===== config.mk =====
export PLATFORM = sky130hd
export DESIGN_NAME = id_ex_operand_stage
export DESIGN_NICKNAME = d
export VERILOG_FILES = /design/src/rtl/pipe_pkg.sv /design/src/rtl/fwd_mux.sv /design/src/rtl/id_ex_operand_stage.sv
export SDC_FILE = /design/constraint.sdc
export NUM_CORES = 1
export LEC_CHECK = 0
export ABC_AREA = 1
export CORE_ASPECT_RATIO = 1.1
export CORE_MARGIN = 10
export CORE_UTILIZATION = 40
export DETAILED_ROUTE_END_ITERATION = 16
export PLACE_DENSITY = 0.76
export SYNTH_ARGS = -nofsm -noshare
export SYNTH_HDL_FRONTEND = slang
export SYNTH_HIERARCHICAL = 1
export SYNTH_SLANG_ARGS = --single-unit

===== constraint.sdc =====
create_clock -name clk -period 16.8 [get_ports clk]
set_input_delay 5.04 -clock clk [delete_from_list [all_inputs] [get_ports clk]]
set_output_delay 5.04 -clock clk [all_outputs]
set_load 0.1 [all_outputs]

===== src/rtl/pipe_pkg.sv =====
// Shared widths, the register-zero constant and the forwarding select
// encoding used by the decode-to-execute operand stage.
package pipe_pkg;

   localparam int DATA_W = 32;
   localparam int ADDR_W = 5;
   localparam int CTRL_W = 8;

   localparam logic [ADDR_W-1:0] REG_ZERO = 5'd0;

   // Operand source, highest priority first
   typedef enum logic [1:0] {
      FWD_EX  = 2'd0,
      FWD_MEM = 2'd1,
      FWD_WB  = 2'd2,
      FWD_RF  = 2'd3
   } fwd_sel_e;

endpackage


===== src/rtl/fwd_mux.sv =====
// Priority operand selector for one source register: EX > MEM > WB > regfile.
// Register 0 is hard-wired to zero and never matches a forwarding bus.
module fwd_mux
   import pipe_pkg::*;
#(
   parameter int DW = pipe_pkg::DATA_W,
   parameter int AW = pipe_pkg::ADDR_W
) (
   input  logic [AW-1:0] src,
   input  logic          ex_en,
   input  logic [AW-1:0] ex_addr,
   input  logic [DW-1:0] ex_data,
   input  logic          mem_en,
   input  logic [AW-1:0] mem_addr,
   input  logic [DW-1:0] mem_data,
   input  logic          wb_en,
   input  logic [AW-1:0] wb_addr,
   input  logic [DW-1:0] wb_data,
   input  logic [DW-1:0] rf_data,
   output logic [DW-1:0] operand
);

   fwd_sel_e sel;
   logic     src_nz;

   assign src_nz = (src != REG_ZERO);

   // Pick the youngest in-flight producer of src
   always_comb begin
      sel = FWD_RF;
      if (src_nz && ex_en && (ex_addr == src))
         sel = FWD_EX;
      else if (src_nz && mem_en && (mem_addr == src))
         sel = FWD_MEM;
      else if (src_nz && wb_en && (wb_addr == src))
         sel = FWD_WB;
   end

   // Drive the operand; r0 reads as zero whatever the buses carry
   always_comb begin
      operand = rf_data;
      if (!src_nz) begin
         operand = '0;
      end else begin
         case (sel)
            FWD_EX:  operand = ex_data;
            FWD_MEM: operand = mem_data;
            FWD_WB:  operand = wb_data;
            default: operand = rf_data;
         endcase
      end
   end

endmodule


===== src/rtl/id_ex_operand_stage.sv =====
// Decode-to-execute operand stage: regfile read addressing, EX/MEM/WB
// forwarding, load-use stall/bubble, the ID/EX register and a saturating
// stall-cycle counter.
module id_ex_operand_stage
   import pipe_pkg::*;
#(
   parameter int DATA_W = pipe_pkg::DATA_W,
   parameter int ADDR_W = pipe_pkg::ADDR_W,
   parameter int CTRL_W = pipe_pkg::CTRL_W
) (
   input  logic              clk,
   input  logic              rst,
   input  logic              id_valid,
   input  logic [ADDR_W-1:0] id_rs,
   input  logic [ADDR_W-1:0] id_rt,
   input  logic              id_use_rs,
   input  logic              id_use_rt,
   input  logic              id_wreg,
   input  logic [ADDR_W-1:0] id_waddr,
   input  logic              id_mem_read,
   input  logic [DATA_W-1:0] id_imm,
   input  logic [CTRL_W-1:0] id_ctrl,
   output logic [ADDR_W-1:0] raddr1,
   output logic [ADDR_W-1:0] raddr2,
   input  logic [DATA_W-1:0] rdata1,
   input  logic [DATA_W-1:0] rdata2,
   input  logic [DATA_W-1:0] ex_result,
   input  logic              mem_wreg,
   input  logic [ADDR_W-1:0] mem_waddr,
   input  logic [DATA_W-1:0] mem_wdata,
   input  logic              wb_we,
   input  logic [ADDR_W-1:0] wb_waddr,
   input  logic [DATA_W-1:0] wb_wdata,
   input  logic              flush,
   output logic              stall,
   output logic              ex_valid,
   output logic [DATA_W-1:0] ex_a,
   output logic [DATA_W-1:0] ex_b,
   output logic [DATA_W-1:0] ex_imm,
   output logic [CTRL_W-1:0] ex_ctrl,
   output logic              ex_wreg,
   output logic [ADDR_W-1:0] ex_waddr,
   output logic              ex_mem_read,
   output logic [31:0]       stall_cnt
);

   logic              ex_fwd_en;
   logic              load_use;
   logic              bubble;
   logic [DATA_W-1:0] fwd_a;
   logic [DATA_W-1:0] fwd_b;

   assign raddr1 = id_rs;
   assign raddr2 = id_rt;

   // A load in EX has no result yet; it is picked up from MEM next cycle
   assign ex_fwd_en = ex_valid && ex_wreg && !ex_mem_read;

   assign load_use = id_valid && ex_valid && ex_mem_read && ex_wreg &&
                     (ex_waddr != REG_ZERO) &&
                     ((id_use_rs && (id_rs == ex_waddr)) ||
                      (id_use_rt && (id_rt == ex_waddr)));

   // A flushed instruction is discarded anyway, so it never needs to wait
   assign stall  = load_use && !flush && !rst;
   assign bubble = load_use || flush || !id_valid;

   fwd_mux #(.DW(DATA_W), .AW(ADDR_W)) u_fwd_rs (
      .src      (id_rs),
      .ex_en    (ex_fwd_en),
      .ex_addr  (ex_waddr),
      .ex_data  (ex_result),
      .mem_en   (mem_wreg),
      .mem_addr (mem_waddr),
      .mem_data (mem_wdata),
      .wb_en    (wb_we),
      .wb_addr  (wb_waddr),
      .wb_data  (wb_wdata),
      .rf_data  (rdata1),
      .operand  (fwd_a)
   );

   fwd_mux #(.DW(DATA_W), .AW(ADDR_W)) u_fwd_rt (
      .src      (id_rt),
      .ex_en    (ex_fwd_en),
      .ex_addr  (ex_waddr),
      .ex_data  (ex_result),
      .mem_en   (mem_wreg),
      .mem_addr (mem_waddr),
      .mem_data (mem_wdata),
      .wb_en    (wb_we),
      .wb_addr  (wb_waddr),
      .wb_data  (wb_wdata),
      .rf_data  (rdata2),
      .operand  (fwd_b)
   );

   // ID/EX register; a bubble only kills the flags that have side effects
   always_ff @(posedge clk or posedge rst) begin
      if (rst) begin
         ex_valid    <= 1'b0;
         ex_a        <= '0;
         ex_b        <= '0;
         ex_imm      <= '0;
         ex_ctrl     <= '0;
         ex_wreg     <= 1'b0;
         ex_waddr    <= '0;
         ex_mem_read <= 1'b0;
      end else begin
         ex_a     <= fwd_a;
         ex_b     <= fwd_b;
         ex_imm   <= id_imm;
         ex_ctrl  <= id_ctrl;
         ex_waddr <= id_waddr;
         if (bubble) begin
            ex_valid    <= 1'b0;
            ex_wreg     <= 1'b0;
            ex_mem_read <= 1'b0;
         end else begin
            ex_valid    <= 1'b1;
            ex_wreg     <= id_wreg;
            ex_mem_read <= id_mem_read;
         end
      end
   end

   // Saturating count of stalled cycles for performance debug
   always_ff @(posedge clk or posedge rst) begin
      if (rst)
         stall_cnt <= '0;
      else if (stall && (stall_cnt != 32'hFFFF_FFFF))
         stall_cnt <= stall_cnt + 32'd1;
   end

endmodule


==> results.cfg <==
[route]
drc = 0
drtIter0Drc = 939
wl_mm = 39.1
antenna_left = 0
wl_per_cell_um = 18.7
drt-vias-per-instance = 5.03
drtPass1Iterations = 5
via_count = 10500

[logic_synthesis]
synth_nets = 1670
ys_top_cells_by_count = 586 x nand2_1, 207 x nand3_1, 204 x nor2_1, 144 x dfrtp_1, 132 x inv_1
ys_seq_elements = 144
ys_seq_area_share_pct = 38.7
synth_edf_count = 0
dominantRegCellSynth = dfrtp_1
async_reset_ff_share_pct = 100
synthTopCellsByArea = dfrtp_1 39%, nand2_1 24%, nand3_1 11%
synth.most_common_cell = nand2_1
synth_top_area_share_pct = 38.7
synthesis.area_um2 = 9310
ys_warn_count = 6
synth_top_area_cell = dfrtp_1
yosysUniqueCellTypes = 27
syn_inst = 1434
syn_area_per_cell_um2 = 6.49

[outcome]
status = finished, final reports clean

[final_layout]
syn_to_final_growth_pct = 47.7
multi_input_area_um2 = 4620
fillers = 2178
register_area_um2 = 3600
layout.nets = 2017
final_cell_area_um2 = 13700
finish.utilization_pct = 60.1
layout-drive-gt1-share_pct = 4.79

[place]
placed_area_um2 = 13100
portBuffers = 389
dpl.hpwl_mm = 29.4
gp_congestion = 0.940

[floorplan]
fp.dieArea_um2 = 29800
io_pins = 390
row_count = 58
core_area_um2 = 22900
die_h_um = 180
die_w_um = 165
initial_core_util_pct = 40.7

[worst_setup_path]
crit_path_end_kind = output port
crit_required_ns = 11.76
worst-r2r-cell-count = 11
crit_path_start_kind = input port
critPathSlowestCell = clkdlybuf4s50_1
critPathMaxFanout = 8
critPathMaxStageDelay_ns = 1.16
crit_arrival_ns = 7.64
worstSetupPathType = in -> out
crit_chain = clkdlybuf4s50_1 -> inv_1 -> nand2_1 -> nand2_1 -> nor2_1 -> nand3_1 -> nand2_2 -> nand3_2 -> inv_1 -> clkdlybuf4s50_1

[hold_path]
holdPathStages = 2
hold_class = reg -> reg

[power]
fin_total_pwr_mw = 1.10
pwr_density_cell_nw_per_um2 = 80.2
ir_worst_vdd_mv = 0.0594
p_leak_nw = 7.15

[clocking]
post_cts_resized = 0
cts_made_buffers = 17
h-tree-depth = 4
worstSkewPairLatency_ns = 0.43
cts_hold_buf = 0
cts_root_buf = clkbuf_16
tritoncts = yes
clk_path_buf_depth = 2
clk_pin_slew_ns = 0.07
clock-sinks = 144
cts_setup_buffers = 0

[timing]
worst_slew_pin_slew_ns = 1.11
slew_viol_final = 0
finalHoldViolCount = 0
skew_ns = 0.0146
fin_crit_ns = 12.68
fin_tns_setup_ns = 0
grt_setup_unrepaired = false
fmax_mhz = 78.9
setup_viol = 0
slew_headroom_pct = 25.9
fin_crit_sh_pct = 75.5

[flow_run]
maxCapViolations = 0

[global_route]
antenna_found_initial = 3
track_usage_pct = 25.1
first_global_vias = 10300
grt_pass1_wl_mm = 58.5
grt_max_degree = 77
grt-ovfl-total = 0
[stage by stage]
step / cells / setup slack (ns) / hold slack (ns)
after floorplan: 1434 / 5.63 / 0.999
after global placement: 2062 / 4.18 / 0.529
after detailed placement: 2062 / 4.13 / 0.537
after CTS: 2094 / 4.10 / 0.553
after global routing: 2096 / 3.99 / 0.597
final: 2096 / 4.12 / 0.558
[registers in the layout, summed over array words and instances (netlist names)]
| name | flops |
|---|---|
| ex_waddr | 5 |
| stall_cnt | 32 |
| ex_wreg | 1 |
| ex_imm | 32 |
| ex_valid | 1 |
| ex_a | 32 |
| ex_mem_read | 1 |
| ex_ctrl | 8 |
| ex_b | 32 |
[metal layers]
layer  share of wire [%]  vias up  track usage [%]  wire length (um)
li1                    -     5068                -                 -
met1                  37     4833             28.9             14500
met2                  48      556             42.1             18900
met3                  11       85             8.34              4220
met4                 3.6        2             9.28              1410
met5               0.043        -                0                17
[layout make-up]
| class | instances | area share, % |
|---|---|---|
| Clock inverter | 15 | 1.35 |
| Inverter | 147 | 4.05 |
| Timing Repair Buffer | 400 | 28.9 |
| Tap cell | 300 | 2.73 |
| Sequential cell | 144 | 26.2 |
| Clock buffer | 17 | 3.10 |
| Multi-Input combinational cell | 1071 | 33.6 |
| Antenna cell | 2 | 0.0364 |
[worst max-delay path: cells and delay by family]
family,cells,cell delay (ns)
buffers and inverters,4,2.04
AND/OR/NAND/NOR,6,0.53
[kinds of logic (layout without fill, tap and decap cells)]
family | after synthesis | count (layout) | synth area share (%)
AO/OA/AOI/OAI | 5 | 5 | 0.376
AND/OR/NAND/NOR | 1040 | 1040 | 46.7
flip-flops | 144 | 144 | 38.7
buffers and inverters | 219 | 579 | 11.7
other | 0 | 2 | 0
XOR/XNOR | 25 | 25 | 2.35
adder cells (fa/ha/maj) | 1 | 1 | 0.134
[power breakdown]
group / switching, mW / internal, mW
sequential: 0.00772 / 0.365
combinational: 0.223 / 0.102
clock: 0.178 / 0.227
[final timing paths]
path | from | to | slack (ns)
hold reg to reg | stall_cnt[21]$_DFFE_PP0P_ | stall_cnt[21]$_DFFE_PP0P_ | 0.56
setup reg to reg | ex_waddr[4]$_DFF_PP0_ | ex_a[16]$_DFF_PP0_ | 13.80
max in group asynchronous | rst | ex_a[12]$_DFF_PP0_ | 10.21
hold / removal | stall_cnt[21]$_DFFE_PP0P_ | stall_cnt[21]$_DFFE_PP0P_ | 0.56
min in group asynchronous | rst | ex_imm[20]$_DFF_PP0_ | 5.10
setup / recovery | id_rt[1] | stall | 4.12
[placed cells by master, fill, tap and decap left out, types with 2 or more instances in the layout]
cell             netlist  final
a21boi_0               2      2
a21boi_1               2      2
buf_4                 21     11
bufinv_16              0      2
clkbuf_16              0     17
clkdlybuf4s50_1        0    389
clkinv_4               0      2
dfrtp_1              144    144
diode_2                0      2
inv_1                132    131
inv_2                 15     15
inv_6                  0      6
inv_8                  0      5
nand2_1              586    586
nand2_2                4      4
nand3_1              207    207
nand3_2                3      3
nand3b_1               3      3
nand4_1                3      3
nand4_2                2      2
nor2_1               204    204
nor2_2                 7      7
nor2_4                 8      8
nor3_1                10     10
xnor2_1                7      7
xor2_1                18     18
Power figures use the tool's default switching activity.
